[src/rtl/sorcerer_ram_arbiter_if.sv]
// Bundle of all requester and RAM-side signals of the Sorcerer main-RAM arbiter.
// The slave modport is the arbiter's view; the master modport is the system side.
interface sorcerer_ram_arbiter_if #(
    parameter int unsigned ADDR_W = 16,
    parameter int unsigned DATA_W = 8
);
    logic              dl_active;
    logic              dl_wr;
    logic [ADDR_W-1:0] dl_addr;
    logic [DATA_W-1:0] dl_data;
    logic              dl_wait;

    logic              vid_req;
    logic [ADDR_W-1:0] vid_addr;
    logic              vid_ack;
    logic              vid_valid;
    logic [DATA_W-1:0] vid_rdata;

    logic              cpu_req;
    logic              cpu_we;
    logic [ADDR_W-1:0] cpu_addr;
    logic [DATA_W-1:0] cpu_wdata;
    logic              cpu_ack;
    logic              cpu_valid;
    logic [DATA_W-1:0] cpu_rdata;

    logic              mem_en;
    logic              mem_we;
    logic [ADDR_W-1:0] mem_addr;
    logic [DATA_W-1:0] mem_wdata;
    logic [DATA_W-1:0] mem_rdata;

    modport slave (
        input  dl_active, dl_wr, dl_addr, dl_data,
        input  vid_req, vid_addr,
        input  cpu_req, cpu_we, cpu_addr, cpu_wdata,
        input  mem_rdata,
        output dl_wait,
        output vid_ack, vid_valid, vid_rdata,
        output cpu_ack, cpu_valid, cpu_rdata,
        output mem_en, mem_we, mem_addr, mem_wdata
    );

    modport master (
        output dl_active, dl_wr, dl_addr, dl_data,
        output vid_req, vid_addr,
        output cpu_req, cpu_we, cpu_addr, cpu_wdata,
        output mem_rdata,
        input  dl_wait,
        input  vid_ack, vid_valid, vid_rdata,
        input  cpu_ack, cpu_valid, cpu_rdata,
        input  mem_en, mem_we, mem_addr, mem_wdata
    );
endinterface

[src/rtl/sorcerer_ram_arbiter.sv]
// Single-port RAM arbiter: download writes first, then video/CPU alternating,
// with read data routed back through a 2-stage requester tag pipeline.
module sorcerer_ram_arbiter #(
    parameter int unsigned ADDR_W = 16,
    parameter int unsigned DATA_W = 8
) (
    input logic                   clk_sys,
    input logic                   reset,
    sorcerer_ram_arbiter_if.slave bus
);
    localparam logic GNT_VID = 1'b0;
    localparam logic GNT_CPU = 1'b1;

    typedef struct packed {
        logic vid;
        logic cpu;
    } tag_t;

    logic              hb_full_q, hb_full_d;
    logic [ADDR_W-1:0] hb_addr_q, hb_addr_d;
    logic [DATA_W-1:0] hb_data_q, hb_data_d;
    logic              last_gnt_q, last_gnt_d;
    logic              mem_en_q, mem_en_d;
    logic              mem_we_q, mem_we_d;
    logic [ADDR_W-1:0] mem_addr_q, mem_addr_d;
    logic [DATA_W-1:0] mem_wdata_q, mem_wdata_d;
    tag_t              tag1_q, tag1_d;
    tag_t              tag2_q, tag2_d;
    logic              vid_valid_q, vid_valid_d;
    logic              cpu_valid_q, cpu_valid_d;
    logic [DATA_W-1:0] vid_rdata_q, vid_rdata_d;
    logic [DATA_W-1:0] cpu_rdata_q, cpu_rdata_d;

    logic gnt_dl, gnt_vid, gnt_cpu;

    // NOTE: every signal assigned in always_comb gets a default first, so no path can infer a latch.
    always_comb begin
        gnt_dl  = hb_full_q;
        gnt_vid = 1'b0;
        gnt_cpu = 1'b0;
        if (!hb_full_q && !bus.dl_active) begin
            if (bus.vid_req && bus.cpu_req) begin
                gnt_vid = (last_gnt_q == GNT_CPU);
                gnt_cpu = (last_gnt_q == GNT_VID);
            end else begin
                gnt_vid = bus.vid_req;
                gnt_cpu = bus.cpu_req;
            end
        end
    end

    always_comb begin
        hb_full_d   = hb_full_q;
        hb_addr_d   = hb_addr_q;
        hb_data_d   = hb_data_q;
        last_gnt_d  = last_gnt_q;
        mem_addr_d  = mem_addr_q;
        mem_wdata_d = mem_wdata_q;

        // A strobe in the drain cycle refills the buffer, so the load wins over the clear.
        if (gnt_dl) hb_full_d = 1'b0;
        if (bus.dl_wr) begin
            hb_full_d = 1'b1;
            hb_addr_d = bus.dl_addr;
            hb_data_d = bus.dl_data;
        end

        if (gnt_vid) last_gnt_d = GNT_VID;
        if (gnt_cpu) last_gnt_d = GNT_CPU;

        mem_en_d = gnt_dl | gnt_vid | gnt_cpu;
        mem_we_d = gnt_dl | (gnt_cpu & bus.cpu_we);
        if (gnt_dl) begin
            mem_addr_d  = hb_addr_q;
            mem_wdata_d = hb_data_q;
        end else if (gnt_vid) begin
            mem_addr_d  = bus.vid_addr;
        end else if (gnt_cpu) begin
            mem_addr_d  = bus.cpu_addr;
            if (bus.cpu_we) mem_wdata_d = bus.cpu_wdata;
        end

        tag1_d.vid  = gnt_vid;
        tag1_d.cpu  = gnt_cpu & ~bus.cpu_we;
        tag2_d      = tag1_q;
        vid_valid_d = tag2_q.vid;
        cpu_valid_d = tag2_q.cpu;
        vid_rdata_d = tag2_q.vid ? bus.mem_rdata : vid_rdata_q;
        cpu_rdata_d = tag2_q.cpu ? bus.mem_rdata : cpu_rdata_q;
    end

    // NOTE: state registers use non-blocking assignments so every flop samples pre-edge values.
    always_ff @(posedge clk_sys or posedge reset) begin
        if (reset) begin
            hb_full_q   <= 1'b0;
            hb_addr_q   <= '0;
            hb_data_q   <= '0;
            last_gnt_q  <= GNT_CPU;
            mem_en_q    <= 1'b0;
            mem_we_q    <= 1'b0;
            mem_addr_q  <= '0;
            mem_wdata_q <= '0;
            tag1_q      <= '0;
            tag2_q      <= '0;
            vid_valid_q <= 1'b0;
            cpu_valid_q <= 1'b0;
            vid_rdata_q <= '0;
            cpu_rdata_q <= '0;
        end else begin
            hb_full_q   <= hb_full_d;
            hb_addr_q   <= hb_addr_d;
            hb_data_q   <= hb_data_d;
            last_gnt_q  <= last_gnt_d;
            mem_en_q    <= mem_en_d;
            mem_we_q    <= mem_we_d;
            mem_addr_q  <= mem_addr_d;
            mem_wdata_q <= mem_wdata_d;
            tag1_q      <= tag1_d;
            tag2_q      <= tag2_d;
            vid_valid_q <= vid_valid_d;
            cpu_valid_q <= cpu_valid_d;
            vid_rdata_q <= vid_rdata_d;
            cpu_rdata_q <= cpu_rdata_d;
        end
    end

    assign bus.dl_wait   = hb_full_q;
    assign bus.vid_ack   = gnt_vid;
    assign bus.cpu_ack   = gnt_cpu;
    assign bus.vid_valid = vid_valid_q;
    assign bus.cpu_valid = cpu_valid_q;
    assign bus.vid_rdata = vid_rdata_q;
    assign bus.cpu_rdata = cpu_rdata_q;
    assign bus.mem_en    = mem_en_q;
    assign bus.mem_we    = mem_we_q;
    assign bus.mem_addr  = mem_addr_q;
    assign bus.mem_wdata = mem_wdata_q;
endmodule

[src/flat_wrapper.sv]
// flat-port wrapper written by rule: the top's interface ports become plain ports
module sorcerer_ram_arbiter_flat 
#(
    parameter int unsigned ADDR_W = 16,
    parameter int unsigned DATA_W = 8
)
  (clk_sys, reset, bus_dl_active, bus_dl_wr, bus_dl_addr, bus_dl_data, bus_vid_req, bus_vid_addr, bus_cpu_req, bus_cpu_we, bus_cpu_addr, bus_cpu_wdata, bus_mem_rdata, bus_dl_wait, bus_vid_ack, bus_vid_valid, bus_vid_rdata, bus_cpu_ack, bus_cpu_valid, bus_cpu_rdata, bus_mem_en, bus_mem_we, bus_mem_addr, bus_mem_wdata);
  sorcerer_ram_arbiter_if #(.ADDR_W(ADDR_W), .DATA_W(DATA_W)) bus_i ();
  input logic clk_sys;
  input logic reset;
  input wire logic [$bits(bus_i.dl_active)-1:0] bus_dl_active;
  input wire logic [$bits(bus_i.dl_wr)-1:0] bus_dl_wr;
  input wire logic [$bits(bus_i.dl_addr)-1:0] bus_dl_addr;
  input wire logic [$bits(bus_i.dl_data)-1:0] bus_dl_data;
  input wire logic [$bits(bus_i.vid_req)-1:0] bus_vid_req;
  input wire logic [$bits(bus_i.vid_addr)-1:0] bus_vid_addr;
  input wire logic [$bits(bus_i.cpu_req)-1:0] bus_cpu_req;
  input wire logic [$bits(bus_i.cpu_we)-1:0] bus_cpu_we;
  input wire logic [$bits(bus_i.cpu_addr)-1:0] bus_cpu_addr;
  input wire logic [$bits(bus_i.cpu_wdata)-1:0] bus_cpu_wdata;
  input wire logic [$bits(bus_i.mem_rdata)-1:0] bus_mem_rdata;
  output wire logic [$bits(bus_i.dl_wait)-1:0] bus_dl_wait;
  output wire logic [$bits(bus_i.vid_ack)-1:0] bus_vid_ack;
  output wire logic [$bits(bus_i.vid_valid)-1:0] bus_vid_valid;
  output wire logic [$bits(bus_i.vid_rdata)-1:0] bus_vid_rdata;
  output wire logic [$bits(bus_i.cpu_ack)-1:0] bus_cpu_ack;
  output wire logic [$bits(bus_i.cpu_valid)-1:0] bus_cpu_valid;
  output wire logic [$bits(bus_i.cpu_rdata)-1:0] bus_cpu_rdata;
  output wire logic [$bits(bus_i.mem_en)-1:0] bus_mem_en;
  output wire logic [$bits(bus_i.mem_we)-1:0] bus_mem_we;
  output wire logic [$bits(bus_i.mem_addr)-1:0] bus_mem_addr;
  output wire logic [$bits(bus_i.mem_wdata)-1:0] bus_mem_wdata;
  assign bus_i.dl_active = bus_dl_active;
  assign bus_i.dl_wr = bus_dl_wr;
  assign bus_i.dl_addr = bus_dl_addr;
  assign bus_i.dl_data = bus_dl_data;
  assign bus_i.vid_req = bus_vid_req;
  assign bus_i.vid_addr = bus_vid_addr;
  assign bus_i.cpu_req = bus_cpu_req;
  assign bus_i.cpu_we = bus_cpu_we;
  assign bus_i.cpu_addr = bus_cpu_addr;
  assign bus_i.cpu_wdata = bus_cpu_wdata;
  assign bus_i.mem_rdata = bus_mem_rdata;
  assign bus_dl_wait = bus_i.dl_wait;
  assign bus_vid_ack = bus_i.vid_ack;
  assign bus_vid_valid = bus_i.vid_valid;
  assign bus_vid_rdata = bus_i.vid_rdata;
  assign bus_cpu_ack = bus_i.cpu_ack;
  assign bus_cpu_valid = bus_i.cpu_valid;
  assign bus_cpu_rdata = bus_i.cpu_rdata;
  assign bus_mem_en = bus_i.mem_en;
  assign bus_mem_we = bus_i.mem_we;
  assign bus_mem_addr = bus_i.mem_addr;
  assign bus_mem_wdata = bus_i.mem_wdata;
  sorcerer_ram_arbiter #(.ADDR_W(ADDR_W), .DATA_W(DATA_W)) u_core (.clk_sys(clk_sys), .reset(reset), .bus(bus_i));
endmodule
[config.mk]
export PLATFORM = sky130hd
export DESIGN_NAME = sorcerer_ram_arbiter_flat
export DESIGN_NICKNAME = d
export VERILOG_FILES = /design/src/rtl/sorcerer_ram_arbiter_if.sv /design/src/rtl/sorcerer_ram_arbiter.sv /design/src/flat_wrapper.sv
export SDC_FILE = /design/constraint.sdc
export NUM_CORES = 1
export LEC_CHECK = 0
export ABC_AREA = 1
export CORE_UTILIZATION = 40
export CTS_BUF_LIST = sky130_fd_sc_hd__clkbuf_4
export CTS_CLUSTER_DIAMETER = 200
export DETAILED_ROUTE_END_ITERATION = 12
export GPL_TIMING_DRIVEN = 1
export PLACE_DENSITY = 0.75
export SETUP_SLACK_MARGIN = 0.1
export SLEW_MARGIN = 40
export SYNTH_ARGS = -nofsm -noshare
export SYNTH_HDL_FRONTEND = slang
export SYNTH_SLANG_ARGS = --single-unit
[constraint.sdc]
create_clock -name clk_sys -period 2.55 [get_ports clk_sys]
set_input_delay 0.765 -clock clk_sys [delete_from_list [all_inputs] [get_ports clk_sys]]
set_output_delay 0.765 -clock clk_sys [all_outputs]
set_load 0.02 [all_outputs]
# Word-level counts from Yosys, hierarchy flattened
# Cells that the tools add are included.
# word_totals
register_bits	74
latch_bits	0
ramBits	0
rom_bits	0
word_cells	47
n_memories	0
# classes
add_sub_neg	0
n_mul	0
n_div	0
magnitude_cmp	0
n_eq_ne	1
shift	0
n_mux	14
bitwise	7
n_reduce_logical	9
# ops
op	count
16-bit two-way mux	3
8-bit two-way mux	4
1-bit two-way mux	7
2-bit nonzero test	3
1-bit OR	3
3-bit AND reduction	1
3-bit nonzero test	1
1-bit AND	2
1-bit logical AND	2
1-bit zero test	2
2-bit by 1-bit inequality test with 1-bit output (second input constant)	1
1-bit NOT	2

# Longest topological paths before layout
# logic_depth
ltp_word	6
mapped_depth	8
ltp_nobuf	8

# Least setup slack after synthesis
# No wires, ideal clock.
# synth_timing
kind	in2out
from	in bus_dl_active
to	out bus_vid_ack
t_arrival_ns	1.324
required_ns	1.785
slack_ns	0.461
path_stages	4
path_buffers	1
path_cell_list	nor2_8 nand3_4 buf_6 inv_1
# synth_via
elab_chain_len	3
# synth_rtl
element	line	rtl
start, declared	flat_wrapper.sv:11	input wire logic [$bits(bus_i.dl_active)-1:0] bus_dl_active;
1-bit zero test	sorcerer_ram_arbiter.sv:41	if (!hb_full_q && !bus.dl_active) begin
1-bit logical AND	sorcerer_ram_arbiter.sv:41	
1-bit two-way mux	sorcerer_ram_arbiter.sv:41	
end, declared	flat_wrapper.sv:23	output wire logic [$bits(bus_i.vid_ack)-1:0] bus_vid_ack;
# No other way between the ends.

# Final worst setup path
# layout_timing
from	in bus_cpu_req
to	out bus_cpu_ack
# layout_via
elab_chain_len	3
# layout_rtl
element	line	rtl
start, declared	flat_wrapper.sv:17	input wire logic [$bits(bus_i.cpu_req)-1:0] bus_cpu_req;
1-bit logical AND	sorcerer_ram_arbiter.sv:42	if (bus.vid_req && bus.cpu_req) begin
1-bit two-way mux *	sorcerer_ram_arbiter.sv:42	
1-bit two-way mux *	sorcerer_ram_arbiter.sv:41	
end, declared	flat_wrapper.sv:26	output wire logic [$bits(bus_i.cpu_ack)-1:0] bus_cpu_ack;
# Every way passes the cells marked *; elsewhere a longest branch is shown, timed or not.

==> impl_metrics.ini <==
[run_status]
status = finished, final reports clean

[logic_synthesis]
synth_area_leaders = dfrtp_1 56%, nand2_1 11%, mux2_2 11%
synthCells = 338
syn_area_um2 = 3270
yosysTopAreaCell = dfrtp_1
synthTopCellsByCount = 96 x nand2_1, 73 x dfrtp_1, 32 x inv_1
synth_edf_count = 0
yosys_warnings = 0
ys_seq_elements = 74
syn_area_per_cell_um2 = 9.68
synth_top_area_share_pct = 55.9
synth.area.mux_share_pct = 10.7
ys_async_sr_fraction_pct = 100
yosysMostFrequentCell = nand2_1
synth_top_family_by_area = simple AND/OR/NAND/NOR gates
synth_xor_area_share_pct = 0
synth_flop_cell = dfrtp_1
ys_seq_area_share_pct = 56.7
synthDistinctLibCells = 18
synthSimpleGateAreaFrac_pct = 22.1
synth_compound_area_share_pct = 3.67
yosys.area_share.adder_pct = 0
synth_nets = 417

[clocking]
cts_tree = yes
postCtsSetupRepairBufs = 0
cts_buffer_depth = 2
clkTransAtPathRegs_ns = 0.11
cts_buffers = 9
clockRootBuffer = clkbuf_4
htreeDepth = 3
cts.sinks = 74
postCtsHoldBufs = 0
clkLatencyLatePin_ns = 0.40

[cells_and_area]
synthToLayoutAreaGrowth_pct = 46.3
drive_gt1_share_pct = 14.8
fill_cells = 684
diodes = 0
fin_nets = 549

[placement]
place_congestion = 0.856
port_buffers = 125
dp.final_hpwl_um = 5780

[timing]
drv_slew = 0
rsz0062_at_grt = true
setup_viol = 0
fin_tns_setup_ns = 0
hold_slack_ns = 0.361
finalHoldViolations = 0
fmax_mhz = 415
slew_headroom_pct = 73.3
final.period_utilization_pct = 94.5
worst_pin_slew_ns = 0.400
min_period_ns = 2.41
skew_ns = 0.00933

[setup_path]
path_max_fanout = 2
end_kind = output port
crit_chain = clkdlybuf4s50_1 > buf_4 > nand3_4 > inv_4 > buf_4
cp.required_ns = 1.79
worstSetupPathType = primary input to output port
cpMostUsedCell = buf_4
start_kind = primary input
critPathSlowestCell = clkdlybuf4s50_1
rrSetupSlack_ns = 1.01
arrival_ns = 1.64
cp_top_family = buffers and inverters
reg2reg_depth = 7
rr_endpoint = u_core.bus.mem_addr[1]
worstReg2RegStart = u_core.bus.dl_wait
cpPeakStageDelay_ns = 0.49
crit_buf_inv = 4

[power]
ir_worst_vdd_mv = 0.355
switching_share_pct = 29.9
p_seq_share_pct = 47.9
power_switching_mw = 0.893
power_frac_comb_pct = 29.7
power.density_nw_per_um2 = 624
p_leak_nw = 2.26
clock_power_share_pct = 22.4
p_int_mw = 2.10

[min_path]
holdPathStages = 0
hp-class = flop to flop
hold-path-endpoint = u_core.cpu_valid_d
holdCritStartpoint = u_core.tag1_q[0]

[global_route]
grtUsageTotal_pct = 19.0
grt_pass1_vias = 2594
antenna_found_initial = 0
overflow = 0
grt_pass1_wl_um = 12500
grt_max_degree = 75

[detailed_routing]
wire_per_inst_um = 13.7
vias = 2748
viasPerCell = 4.77
routed_wl_um = 7880
drt-pass1-iter-count = 4
drc_errors = 0
final_antenna_net_count = 0
dr.first_iter.drc_count = 136

[floorplan]
dieHeight_um = 92.4
die_w_um = 92.4
core_area_um2 = 7810
num_rows = 32
ios = 126
dieArea_um2 = 8540
initial_core_util_pct = 41.9

[job]
max_cap_violations = 0
==> per-stage QoR <==
stage / worst slack (ns) / utilization [%] / total power [mW] / cell area (um^2) / instances
global placement: -0.470 / 59.8 / 2.33 / 4670 / 561
global route: 0.0965 / 61.3 / 3.15 / 4790 / 576
detailed placement: -0.477 / 59.8 / 2.35 / 4670 / 561
floorplan: 0.461 / - / 1.88 / 3270 / 338
finish: 0.140 / 61.3 / 2.99 / 4790 / 576
CTS: 0.109 / 61.2 / 3.03 / 4780 / 576
==> cell usage in the layout (no fill, tap or decap), drive strengths merged <==
cell / n
nand3: 30
a21oi: 6
nand4: 10
nand2: 98
clkbuf: 9
dfstp: 1
dfrtp: 73
buf: 14
mux2: 31
o21ai: 18
dlygate4sd2: 3
clkinv: 4
bufinv: 1
nor2: 20
clkinvlp: 2
inv: 34
clkdlybuf4s50: 120
==> state kept, by name, indices dropped and copies added, names as in the netlist, 2 cells and up <==
name	flops
u_core.bus.vid_rdata	8
u_core.bus.mem_wdata	8
u_core.tag1_q	2
u_core.bus.cpu_rdata	8
u_core.hb_data_q	8
u_core.bus.mem_addr	16
u_core.hb_addr_q	16
==> layer usage <==
| layer | up-vias | routed length, um | share of wire, % | GRT usage [%] |
|---|---|---|---|---|
| met5 | - | 0 | 0 | 0 |
| met4 | 0 | 155 | 2.0 | 8.46 |
| li1 | 1346 | - | - | - |
| met2 | 87 | 3820 | 48 | 30.5 |
| met3 | 13 | 444 | 5.6 | 3.20 |
| met1 | 1302 | 3460 | 44 | 25.4 |
==> kinds of logic (layout without fill, tap and decap cells) <==
logic type	count (synthesis)	count (layout)
and+or+nand+nor	158	158
DFF	74	74
buffers and inverters	51	187
muxes	31	31
AOI/OAI and AO/OA	24	24
==> how the worst max path moves through the flow <==
stage | cells past startpoint | end | startpoint | slack, ns
2_1_floorplan | 4 | bus_vid_ack | bus_dl_active | 0.46
3_3_place_gp | 5 | bus_vid_ack | bus_dl_active | -0.47
3_5_place_dp | 5 | bus_vid_ack | bus_dl_active | -0.48
4_1_cts | 5 | bus_vid_ack | bus_cpu_req | 0.11
5_1_grt | 5 | bus_vid_ack | bus_cpu_req | 0.1
6_report | 5 | bus_cpu_ack | bus_cpu_req | 0.14
==> layout make-up <==
| cell class | count | area (um^2) | area share [%] |
|---|---|---|---|
| Sequential cell | 74 | 1850 | 38.7 |
| Clock buffer | 9 | 67.6 | 1.41 |
| Inverter | 35 | 138 | 2.88 |
| Multi-Input combinational cell | 213 | 1200 | 25.0 |
| Timing Repair Buffer | 137 | 1350 | 28.1 |
| Clock inverter | 6 | 58.8 | 1.23 |
| Tap cell | 102 | 128 | 2.67 |
==> power by group through the flow <==
stage          clock [mW]  sequential (mW)  combinational, mW
4_1_cts             0.700             1.43              0.896
6_report            0.670             1.43              0.887
3_3_place_gp            0             1.45              0.877
5_1_grt             0.750             1.45              0.950
2_1_floorplan           0             1.60              0.278
3_5_place_dp            0             1.46              0.897
==> repair_timing <==
item | CTS | global route
setup endpoints to repair | 3 | 1
cloned | 0 | 0
resized for setup | 12 | 3
Power figures use the tool's default switching activity.
